==> src/rtl/iqueue.sv <==
// Instruction queue between fetch and decode: a circular FIFO of DEPTH entries
// with show-ahead output. When the queue is empty, the output presents a NOP.
package iqueue_pkg;
    typedef struct packed {
        logic [15:0] pc;
        logic [15:0] instruction;
        logic        prediction;
        logic [15:0] prediction_pc;
    } lc3b_iqueue_entry;
endpackage

module iqueue
    import iqueue_pkg::*;
#(
    parameter int DEPTH = 8
) (
    input  logic                       clk,
    input  logic                       reset_n,
    input  logic                       flush,
    input  logic                       push,
    input  lc3b_iqueue_entry           data_in,
    output logic                       full,
    input  logic                       pop,
    output lc3b_iqueue_entry           data_out,
    output logic                       empty,
    output logic [$clog2(DEPTH):0]     count
);
    localparam int PW = $clog2(DEPTH);
    localparam int CW = PW + 1;

    logic [PW-1:0]    head;
    logic [PW-1:0]    tail;
    lc3b_iqueue_entry slots [DEPTH];

    logic push_ok;
    logic pop_ok;

    assign full    = (count == CW'(DEPTH));
    assign empty   = (count == '0);
    assign push_ok = push && !full && !flush;
    assign pop_ok  = pop && !empty && !flush;

    // An empty queue presents BR-never (all zeros) so that decode keeps flowing.
    assign data_out = empty ? '0 : slots[head];

    // NOTE: all sequential state uses non-blocking assignments, so every
    // always_ff reads the pre-edge values of the signals it depends on.
    always_ff @(posedge clk) begin
        if (!reset_n) begin
            head  <= '0;
            tail  <= '0;
            count <= '0;
        end else if (flush) begin
            head  <= '0;
            tail  <= '0;
            count <= '0;
        end else begin
            // The pointers wrap naturally because DEPTH is a power of two.
            if (push_ok) tail <= tail + PW'(1);
            if (pop_ok)  head <= head + PW'(1);
            case ({push_ok, pop_ok})
                2'b10:   count <= count + CW'(1);
                2'b01:   count <= count - CW'(1);
                default: count <= count;
            endcase
        end
    end

    // NOTE: storage is intentionally left without a reset; validity comes only
    // from the pointers and the count, which keeps the array a plain RAM.
    always_ff @(posedge clk) begin
        if (push_ok) slots[tail] <= data_in;
    end
endmodule

==> config.mk <==
export PLATFORM = sky130hd
export DESIGN_NAME = iqueue
export DESIGN_NICKNAME = d
export VERILOG_FILES = /design/src/rtl/iqueue.sv
export SDC_FILE = /design/constraint.sdc
export NUM_CORES = 1
export LEC_CHECK = 0
export BUFFER_PORTS_ARGS = -buffer_cell sky130_fd_sc_hd__buf_4
export CAP_MARGIN = 15
export CORE_AREA = 3 3 190 192
export CTS_CLUSTER_DIAMETER = 60
export DETAILED_ROUTE_END_ITERATION = 16
export DIE_AREA = 0 0 193 195
export HOLD_SLACK_MARGIN = 0.15
export PLACE_DENSITY_LB_ADDON = 0.15
export SLEW_MARGIN = 20
export SYNTH_ARGS = -nofsm -noshare
export SYNTH_HDL_FRONTEND = slang
export SYNTH_SLANG_ARGS = --single-unit
==> constraint.sdc <==
create_clock -name clk -period 6.3 [get_ports clk]
set_input_delay 1.26 -clock clk [delete_from_list [all_inputs] [get_ports clk]]
set_output_delay 1.26 -clock clk [all_outputs]
set_load 0.005 [all_outputs]
-- Word-level counts from Yosys, hierarchy flattened
Memory sizes are Yosys's and may differ from the RTL's. A register that Yosys moved wholly into a read port is not among the register bits.
Cells that the tools add are included.
- bits in writable memories: 392
- memories kept: 1
- ROM bits: 0
- register bits: 10
- input port bits: 54
- latch bits: 0
- memories (memory ; depth ; width ; read ports ; clocked after Yosys merged registers in ; wr ports ; line ; RTL):
    slots ; 8 ; 49 ; 1 ; 1 ; 1 ; 33 ; lc3b_iqueue_entry slots [DEPTH];
- order comparisons: 0
- $mul: 0
- shift operators: 0
- div/mod/pow operators: 0
- bitwise operators: 1
- $add $sub $neg: 4
- mux-type cells: 6
- reduce and logical (&&, ||, !) cells: 10
- equality and inequality tests: 3
- operators by type and width (cell ; number):
    49-bit two-way mux ; 1
    4-bit case mux with 2 select lines ; 1
    3-bit by 1-bit adder with 3-bit output, second input constant ; 2
    3-bit two-way mux ; 2
    4-bit by 1-bit adder with 4-bit output, second input constant ; 1
    4-bit equality test, second input constant ; 1
    1-bit logical AND ; 4
    4-bit zero test ; 1
    4-bit by 1-bit subtractor with 4-bit output, second input constant ; 1
    1-bit zero test ; 3
    2-bit by 1-bit equality test with 1-bit output, second input constant ; 1
    2-bit equality test, second input constant ; 1
    1-bit two-way mux ; 2
    2-bit nonzero test ; 1
    2-bit OR reduction ; 1
    1-bit inverter ; 1

-- Logic depth before layout (Yosys ltp)
Gate-level depths: netlist of the first run.
- word-level depth: 6
- mapped depth: 11
- gate-level depth less buffers: 10

-- Worst setup path after synthesis of the first run
No wires, ideal clock.
- path kind: input to register
- start: input port push
- end: memory slots[0][0] (netlist bit), enable pin
- library setup time: 0.516 ns
- stages on the path: 3
- arrival: 5.057 ns
- setup slack: 0.727 ns
- cell sequence: nand2_1 > or3_1 > nor3_1
- longest elaborated chain between the ends: 4
- ends and longest elaborated chain (element ; line ; RTL):
    from (decl) ; 20 ; input logic push,
    1-bit logical AND (2 in series) ; 40 ; assign push_ok = push && !full && !flush;
    1-bit two-way mux ; 72 ; if (push_ok) slots[tail] <= data_in;
    1-bit two-way mux (implied by the code) ; 72 ;
    to (decl) ; 33 ;
No other way between the ends.

==> impl_metrics.ini, run 1 <==
[global_route]
track_usage = 0.1703
grt_pass1_wl_um = 47670
met2_usage = 0.2860
busiest_layer = met2
gr-total-overflow = 0
antenna_found_initial = 1
grt_use_met3 = 0.03070
grt_pass1_vias = 7648
use_met1 = 0.2344
grt_max_degree = 71

[placement]
gp_routability_congestion = 0.6876
dp_slack_ns = 2.389
dpl_cell_area_mm2 = 0.01692
place_inst = 1242
hpwl_um = 17010
io_buffers = 108

[critical_path]
cp-end-kind = primary output
reg2reg_depth = 11
reg2reg_from = count[0]
crit_top_cell = buf_4
arrival_ns = 3.13
critPathMaxStageDelay_ns = 0.95
critPathKind = flip-flop to primary output
crit_slowest_cell = dfxtp_4
worstPathCellList = buf_4, mux4_2, mux2i_1, nor2_1, buf_4
required_ns = 5.04
cp_max_fo = 43
ff2ff_setup_slack_ns = 3.22
critical_path.startpoint_type = flip-flop
r2r_end = count[2]

[final_layout]
drive_gt1_frac = 0.3533
finish.utilization = 0.5326
nets = 891
area_growth_pct = 18.40
fin_area_mm2 = 0.01840
fin_cells = 1321
antennaDiodeCount = 0

[route]
drc = 0
antenna_left = 0
drt_iter0_markers = 437
wl_per_cell_um = 23.97
firstDrtPassIters = 6
vias = 7179
wirelength_um = 31660
vias_per_cell = 5.435

[synth]
ys_ff_latch = 405
synthesis.nets = 759
synth_ff_type = edfxtp_1
ys_types = 30
synth_cells = 700
yosysTopAreaCell = edfxtp_1
synth_area_leaders = edfxtp_1 76%, mux4_2 14%, mux2i_1 3.3%
synth_area_per_cell_um2 = 22.20
yosysSeqAreaShare = 0.7744
synth_top_area_share = 0.7576
synth_edf_count = 392
syn_area_mm2 = 0.01554
yosysMostFrequentCell = edfxtp_1
synth_common_cells = 392 x edfxtp_1, 98 x mux4_2, 65 x nor2_1, 51 x mux2i_1, 17 x clkbuf_1
synth_warnings = 0
synthArstFlopShare = 0

[status]
outcome = finished, final reports clean

[min_path]
hold_path_depth = 2
hp-class = flip-flop to flip-flop
hold_end = tail[1]
hp-start = tail[1]

[sta]
period_share = 0.6967
fin_hold_ws_ns = 0.5077
rsz0062_at_grt = no
setup_tns_ns = 0
setup_viol = 0
setup_slack_ns = 1.911
final_max_slew_viol_count = 0
finalHoldViolCount = 0
fin_crit_ns = 4.389
fmax_ghz = 0.2278
skew_ns = 0.01802
relSlewSlack = 0.2450
tightest_slew_ns = 1.132

[power]
total_power_mw = 5.694
switching_share = 0.1939
clock_power_share = 0.448
peakVddDrop_uv = 210.6
pwr-share-seq = 0.524
p_int_mw = 4.590
p_switching_mw = 1.104
p_leak_nw = 5.842
combPwrFrac = 0.028
p_per_area_mw_per_mm2 = 309.5

[clocking]
cts_setup_buffers = 0
cts_sinks = 405
path_clk_slew_ns = 0.06
cts.repair.resized = 0
cts_hold_buf = 0
cts_made_buffers = 42
clk_latency_ns = 0.54
cts-root-buf = clkbuf_16
cts_buffer_depth = 3
htreeDepth = 2
cts_tree = yes

[floorplanning]
start_util = 0.4498
die_width_um = 193
core_area_mm2 = 0.03454
fp.dieArea_mm2 = 0.03764
die_h_um = 195
io_pins = 109
num_rows = 68

[run]
maxCapViolations = 0
-- how the worst max path moves through the flow --
| stage | from | end | slack, ns | depth (start not counted) |
|---|---|---|---|---|
| global route | flip-flop | data_out[12] | 1.62 | 5 |
| finish | flip-flop | data_out[17] | 1.91 | 5 |
| detailed placement | flip-flop | data_out[12] | 2.39 | 5 |
| CTS | flip-flop | data_out[17] | 1.78 | 5 |
| floorplan | push | slots[0][0] | 0.73 | 3 |
| global placement | flip-flop | data_out[12] | 2.37 | 5 |
-- layer usage --
layer	up-vias	share of wire
met3	42	0.043
met5	-	0.00032
met4	2	0.017
met2	156	0.51
li1	3147	-
met1	3832	0.43
-- cell families after synthesis --
logic type                 after synthesis  synth area share
AOI/OAI and AO/OA                        7          0.002496
xor gates and xnor gates                 7          0.003946
adders and majority gates                5          0.004026
buffers and inverters                   37           0.01345
DFF                                    405            0.7744
muxes                                  149            0.1749
and+or+nand+nor                         90           0.02682
-- layout make-up --
type	instances	area, um^2
repair buffers	124	975.9
well taps	455	569.3
inverters	1	3.754
clock buffers	47	1091
multi-input cells	258	3352
fillers	2727	16150
clock inverters	31	361.6
flip-flops and latches	405	12040
-- power groups by stage --
stage | combinational [mW] | sequential (mW) | clock (mW)
final | 0.158 | 2.98 | 2.55
after global routing | 0.174 | 2.98 | 2.72
after CTS | 0.162 | 2.98 | 2.61
after detailed placement | 0.161 | 3.04 | 0
after global placement | 0.155 | 3.04 | 0
after floorplan | 0.0666 | 3.04 | 0
-- registers in the layout (all words and copies together), names as in the netlist, named ones only --
| register | count |
|---|---|
| head | 3 |
| tail | 3 |
| count | 4 |
| slots | 392 |
-- layout by cell type, fill, tap and decap left out, types with 2 or more instances in the layout --
cell type	instances
nor2_4	6
ha_1	5
nand2_1	4
buf_4	121
clkbuf_16	43
o21ai_0	3
a21oi_1	3
nor2_1	59
dfxtp_1	10
buf_12	2
or3_1	2
mux2i_1	51
nand3_1	3
clkinvlp_4	4
clkinv_8	2
nand2b_1	4
bufinv_16	7
dfxtp_4	3
edfxtp_1	392
xor2_1	7
mux4_2	98
clkinv_1	4
nor2b_1	2
clkbuf_1	4
nor3_2	2
clkinv_2	13
-- critical path: cells and delay by family (launching register included) --
| kind | cells | cell delay, ns |
|---|---|---|
| and+or+nand+nor | 1 | 0.09 |
| DFF | 1 | 0.95 |
| muxes | 2 | 0.78 |
| buffers and inverters | 2 | 0.74 |
No activity file was read; power rests on OpenSTA's default activity.
==> inputs of run 2 (changes only) <==
==> constraint.sdc (replaced) <==
create_clock -name clk -period 4.6 [get_ports clk]
set_input_delay 0.92 -clock clk [delete_from_list [all_inputs] [get_ports clk]]
set_output_delay 0.92 -clock clk [all_outputs]
set_load 0.005 [all_outputs]
==> impl_metrics.ini, run 2 (synthesis gave the netlist of run 1 again) <==
[status]
outcome = finished, final reports clean

[power]
p_int_mw = 6.104
clock_power_share = 0.427
p_switching_mw = 1.408
combPwrFrac = 0.029
switching_share = 0.1875
p_leak_nw = 5.778
p_per_area_mw_per_mm2 = 410.5
peakVddDrop_uv = 322.7
total_power_mw = 7.512
pwr-share-seq = 0.544

[final_layout]
nets = 893
largest_register = slots
drive_gt1_frac = 0.3411
seq_area_mm2 = 0.01204
fillers = 2714
reg_top3 = slots x392, count x4
final_cell_mix = 392 x edfxtp_1, 121 x buf_4, 98 x mux4_2
area_growth_pct = 17.78
layout_commonest_cell = edfxtp_1
largest_reg_flops = 392
antennaDiodeCount = 0
multiInputGateArea_mm2 = 0.003364

[clocking]
clk_latency_ns = 0.52
cts_buffer_depth = 3
cts-root-buf = clkbuf_16
cts_made_buffers = 42
cts_setup_buffers = 0
cts.repair.resized = 0
cts_hold_buf = 0
cts_tree = yes
path_clk_slew_ns = 0.06
cts_sinks = 405
htreeDepth = 2

[sta]
setup_viol = 0
fmax_ghz = 0.2928
final_max_slew_viol_count = 0
setup_slack_ns = 1.184
finalHoldViolCount = 0
setup_tns_ns = 0
skew_ns = 0.01254
period_share = 0.7425
relSlewSlack = 0.2831
tightest_slew_ns = 1.075
fin_crit_ns = 3.416
rsz0062_at_grt = no

[min_path]
hp-class = flip-flop to flip-flop

[global_route]
grt_max_degree = 70
antenna_found_initial = 2
track_usage = 0.1638
grt_pass1_wl_um = 46110
grt_pass1_vias = 7659
gr-total-overflow = 0

[route]
antenna_left = 0
drt_iter0_markers = 374
firstDrtPassIters = 4
wirelength_um = 30530
vias = 7171
vias_per_cell = 5.445
drc = 0
wl_per_cell_um = 23.18

[floorplanning]
fp.dieArea_mm2 = 0.03764
die_width_um = 193
core_area_mm2 = 0.03454
die_h_um = 195
io_pins = 109
num_rows = 68
start_util = 0.4498

[placement]
hpwl_um = 17330
gp_routability_congestion = 0.7504
io_buffers = 108
dp_slack_ns = 1.538

[critical_path]
critPathKind = flip-flop to primary output
cp_max_fo = 29
arrival_ns = 2.50
cp-end-kind = primary output
critical_path.startpoint_type = flip-flop
required_ns = 3.68

[run]
maxCapViolations = 0
==> run 2: cell count changes in the layout (fill, tap and decap cells not counted), moves of 2 or more <==
cell	change
buf_12	+3
clkinvlp_4	-3
clkinv_8	-2
clkinv_1	+2
clkbuf_1	+6
nor3_4	+2
bufinv_16	-3
nor3_2	-2
clkinv_2	-7
==> run 2: per-layer routing <==
layer / vias to the layer above / global-route usage / wire length (um)
li1: 3166 / - / -
met1: 3796 / 0.2205 / 12980
met2: 157 / 0.2776 / 15480
met3: 48 / 0.03088 / 1481
met4: 4 / 0.04179 / 566
met5: - / 0 / 25
==> run 2: power by group through the flow <==
stage	Clock [mW]	Sequential, mW	Combinational [mW]
6_report	3.21	4.08	0.219
5_1_grt	3.45	4.08	0.242
4_1_cts	3.30	4.08	0.225
3_5_place_dp	0	4.16	0.225
3_3_place_gp	0	4.16	0.216
2_1_floorplan	0	4.16	0.0915
==> run 2: worst max-delay path: stages (launching register included) <==
cell     delay (ns)
dfxtp_4        0.36
buf_4          0.49
mux4_2         0.58
mux2i_1        0.28
nor2_1         0.08
buf_4          0.17
==> run 2: per-stage QoR <==
step | std cells | utilization | hold slack (ns) | instance area, um^2
6_report | 1317 | 0.5298 | 0.5049 | 18300
5_1_grt | 1317 | 0.5298 | 0.5229 | 18300
4_1_cts | 1317 | 0.5298 | 0.5004 | 18300
3_5_place_dp | 1245 | 0.4918 | 0.4885 | 16990
3_3_place_gp | 1245 | 0.4918 | 0.4741 | 16990
2_1_floorplan | 700 | - | 0.4618 | 15550
==> run 2: area by class of cell <==
class | instances | area share
clock buffer | 53 | 0.06085
clock inverter | 19 | 0.01080
inverter | 1 | 0.0002051
multi-input combinational | 258 | 0.1839
sequential | 405 | 0.6581
tap | 455 | 0.03111
timing repair buffer | 126 | 0.05511
==> run 2: final timing paths <==
check        startpoint            to  slack (ns)  cells after the start
min             tail[1]       tail[1]        0.50                      2
max reg2reg    count[0]      count[2]        1.58                     11
max           flip-flop  data_out[36]        1.18                      5
min reg2reg     tail[1]       tail[1]        0.50                      2
==> inputs of run 3 (changes only) <==
==> constraint.sdc (replaced) <==
create_clock -name clk -period 3 [get_ports clk]
set_input_delay 0.6 -clock clk [delete_from_list [all_inputs] [get_ports clk]]
set_output_delay 0.6 -clock clk [all_outputs]
set_load 0.005 [all_outputs]
==> impl_metrics.ini, run 3 (synthesis gave the netlist of run 1 again) <==
[status]
outcome = finished, final reports clean

[sta]
setup_slack_ns = 0.1067
final_max_slew_viol_count = 0
relSlewSlack = 0.6356
skew_ns = 0.008446
fin_crit_ns = 2.893
tightest_slew_ns = 0.5467
finalHoldViolCount = 0
setup_viol = 0
rsz0062_at_grt = yes
period_share = 0.9644
setup_tns_ns = 0
fmax_ghz = 0.3456

[route]
drc = 0
vias_per_cell = 5.389
vias = 7189
wirelength_um = 31830
firstDrtPassIters = 4
wl_per_cell_um = 23.86
antenna_left = 0
drt_iter0_markers = 439

[clocking]
cts_tree = yes
cts_hold_buf = 0
cts_made_buffers = 42
cts_buffer_depth = 3
htreeDepth = 2
clk_latency_ns = 0.52
path_clk_slew_ns = 0.06
cts-root-buf = clkbuf_16
cts_sinks = 405

[global_route]
gr-total-overflow = 0
track_usage = 0.1718
grt_pass1_vias = 7917
grt_max_degree = 52
antenna_found_initial = 0
grt_pass1_wl_um = 48080

[placement]
gp_routability_congestion = 0.7413
dpl_cell_area_mm2 = 0.01720
io_buffers = 108
hpwl_um = 17910
dp_slack_ns = 0.3046

[power]
peakVddDrop_uv = 469.2
switching_share = 0.1902
p_leak_nw = 5.884
combPwrFrac = 0.030
clock_power_share = 0.425
pwr-share-seq = 0.545
p_switching_mw = 2.185
p_int_mw = 9.299
p_per_area_mw_per_mm2 = 619.0

[floorplanning]
start_util = 0.4498
core_area_mm2 = 0.03454
fp.dieArea_mm2 = 0.03764
die_h_um = 195
io_pins = 109
die_width_um = 193
num_rows = 68

[critical_path]
cp_max_fo = 38
cp-end-kind = primary output
reg2reg_from = count[1]
required_ns = 2.40
ff2ff_setup_slack_ns = 0.25
critPathKind = flip-flop to primary output
critical_path.startpoint_type = flip-flop
arrival_ns = 2.29

[min_path]
hp-start = data_in[24]
hp-class = input pin to flip-flop

[final_layout]
layout_commonest_cell = edfxtp_1
fillers = 2760
fin_area_mm2 = 0.01855
seq_area_mm2 = 0.01204
reg_top3 = slots x392, count x4
largest_reg_flops = 392
largest_register = slots
nets = 907
final_cell_mix = 392 x edfxtp_1, 124 x buf_4, 98 x mux4_2
multiInputGateArea_mm2 = 0.003372
antennaDiodeCount = 0
drive_gt1_frac = 0.3515
area_growth_pct = 19.42

[run]
maxCapViolations = 0
-- run 3: changes by cell type in the layout (fill, tap and decap cells not counted), sizes merged --
cell	change
inv	-1
clkinvlp	+2
clkbuf	+3
buf	+14
bufinv	-2
clkinv	+1
-- run 3: layout make-up --
type                            count  share of cell area
Tap cell                          455             0.03068
Clock inverter                     19            0.007620
Clock buffer                       56             0.06292
Sequential cell                   405              0.6491
Timing Repair Buffer              140             0.06777
Multi-Input combinational cell    258              0.1817
Inverter                            1           0.0002023
-- run 3: repair_timing --
item	in CTS	in global routing
resized for setup	3	2
setup endpoints to repair	26	7
buffers inserted	3	0
-- run 3: worst paths after layout --
| path | to | depth (start not counted) |
|---|---|---|
| worst max-delay path | data_out[15] | 5 |
| worst min register to register | tail[1] | 2 |
| worst max register to register | count[2] | 10 |
| worst min-delay path | slots[1][24] | 1 |
-- run 3: power groups by stage --
| stage | sequential (mW) | combinational [mW] | clock (mW) |
|---|---|---|---|
| after floorplan | 6.38 | 0.141 | 0 |
| after global placement | 6.38 | 0.330 | 0 |
| after detailed placement | 6.38 | 0.345 | 0 |
| after CTS | 6.26 | 0.349 | 5.00 |
| after global routing | 6.26 | 0.377 | 5.24 |
| final | 6.26 | 0.340 | 4.88 |
-- run 3: layer usage --
layer,up-vias,part of all wire,GRT usage
met4,0,0.017,0.03750
li1,3184,-,-
met1,3806,0.42,0.2260
met3,41,0.047,0.03214
met2,158,0.52,0.3000
met5,-,0,0
-- run 3: critical path, stage by stage, from the launching register on --
cell and delay [ns]:
dfxtp_4 0.45, buf_16 0.31, mux4_2 0.55, mux2i_2 0.19, nor2_1 0.09, buf_4 0.17
-- run 3: stage by stage --
stage | util | hold WS [ns] | total power, mW | cells
CTS | 0.5369 | 0.2842 | 11.62 | 1334
detailed placement | 0.4978 | 0.5074 | 6.727 | 1256
global route | 0.5371 | 0.2965 | 11.88 | 1334
floorplan | - | 0.4618 | 6.524 | 700
finish | 0.5371 | 0.3027 | 11.48 | 1334
global placement | 0.4978 | 0.4727 | 6.708 | 1256
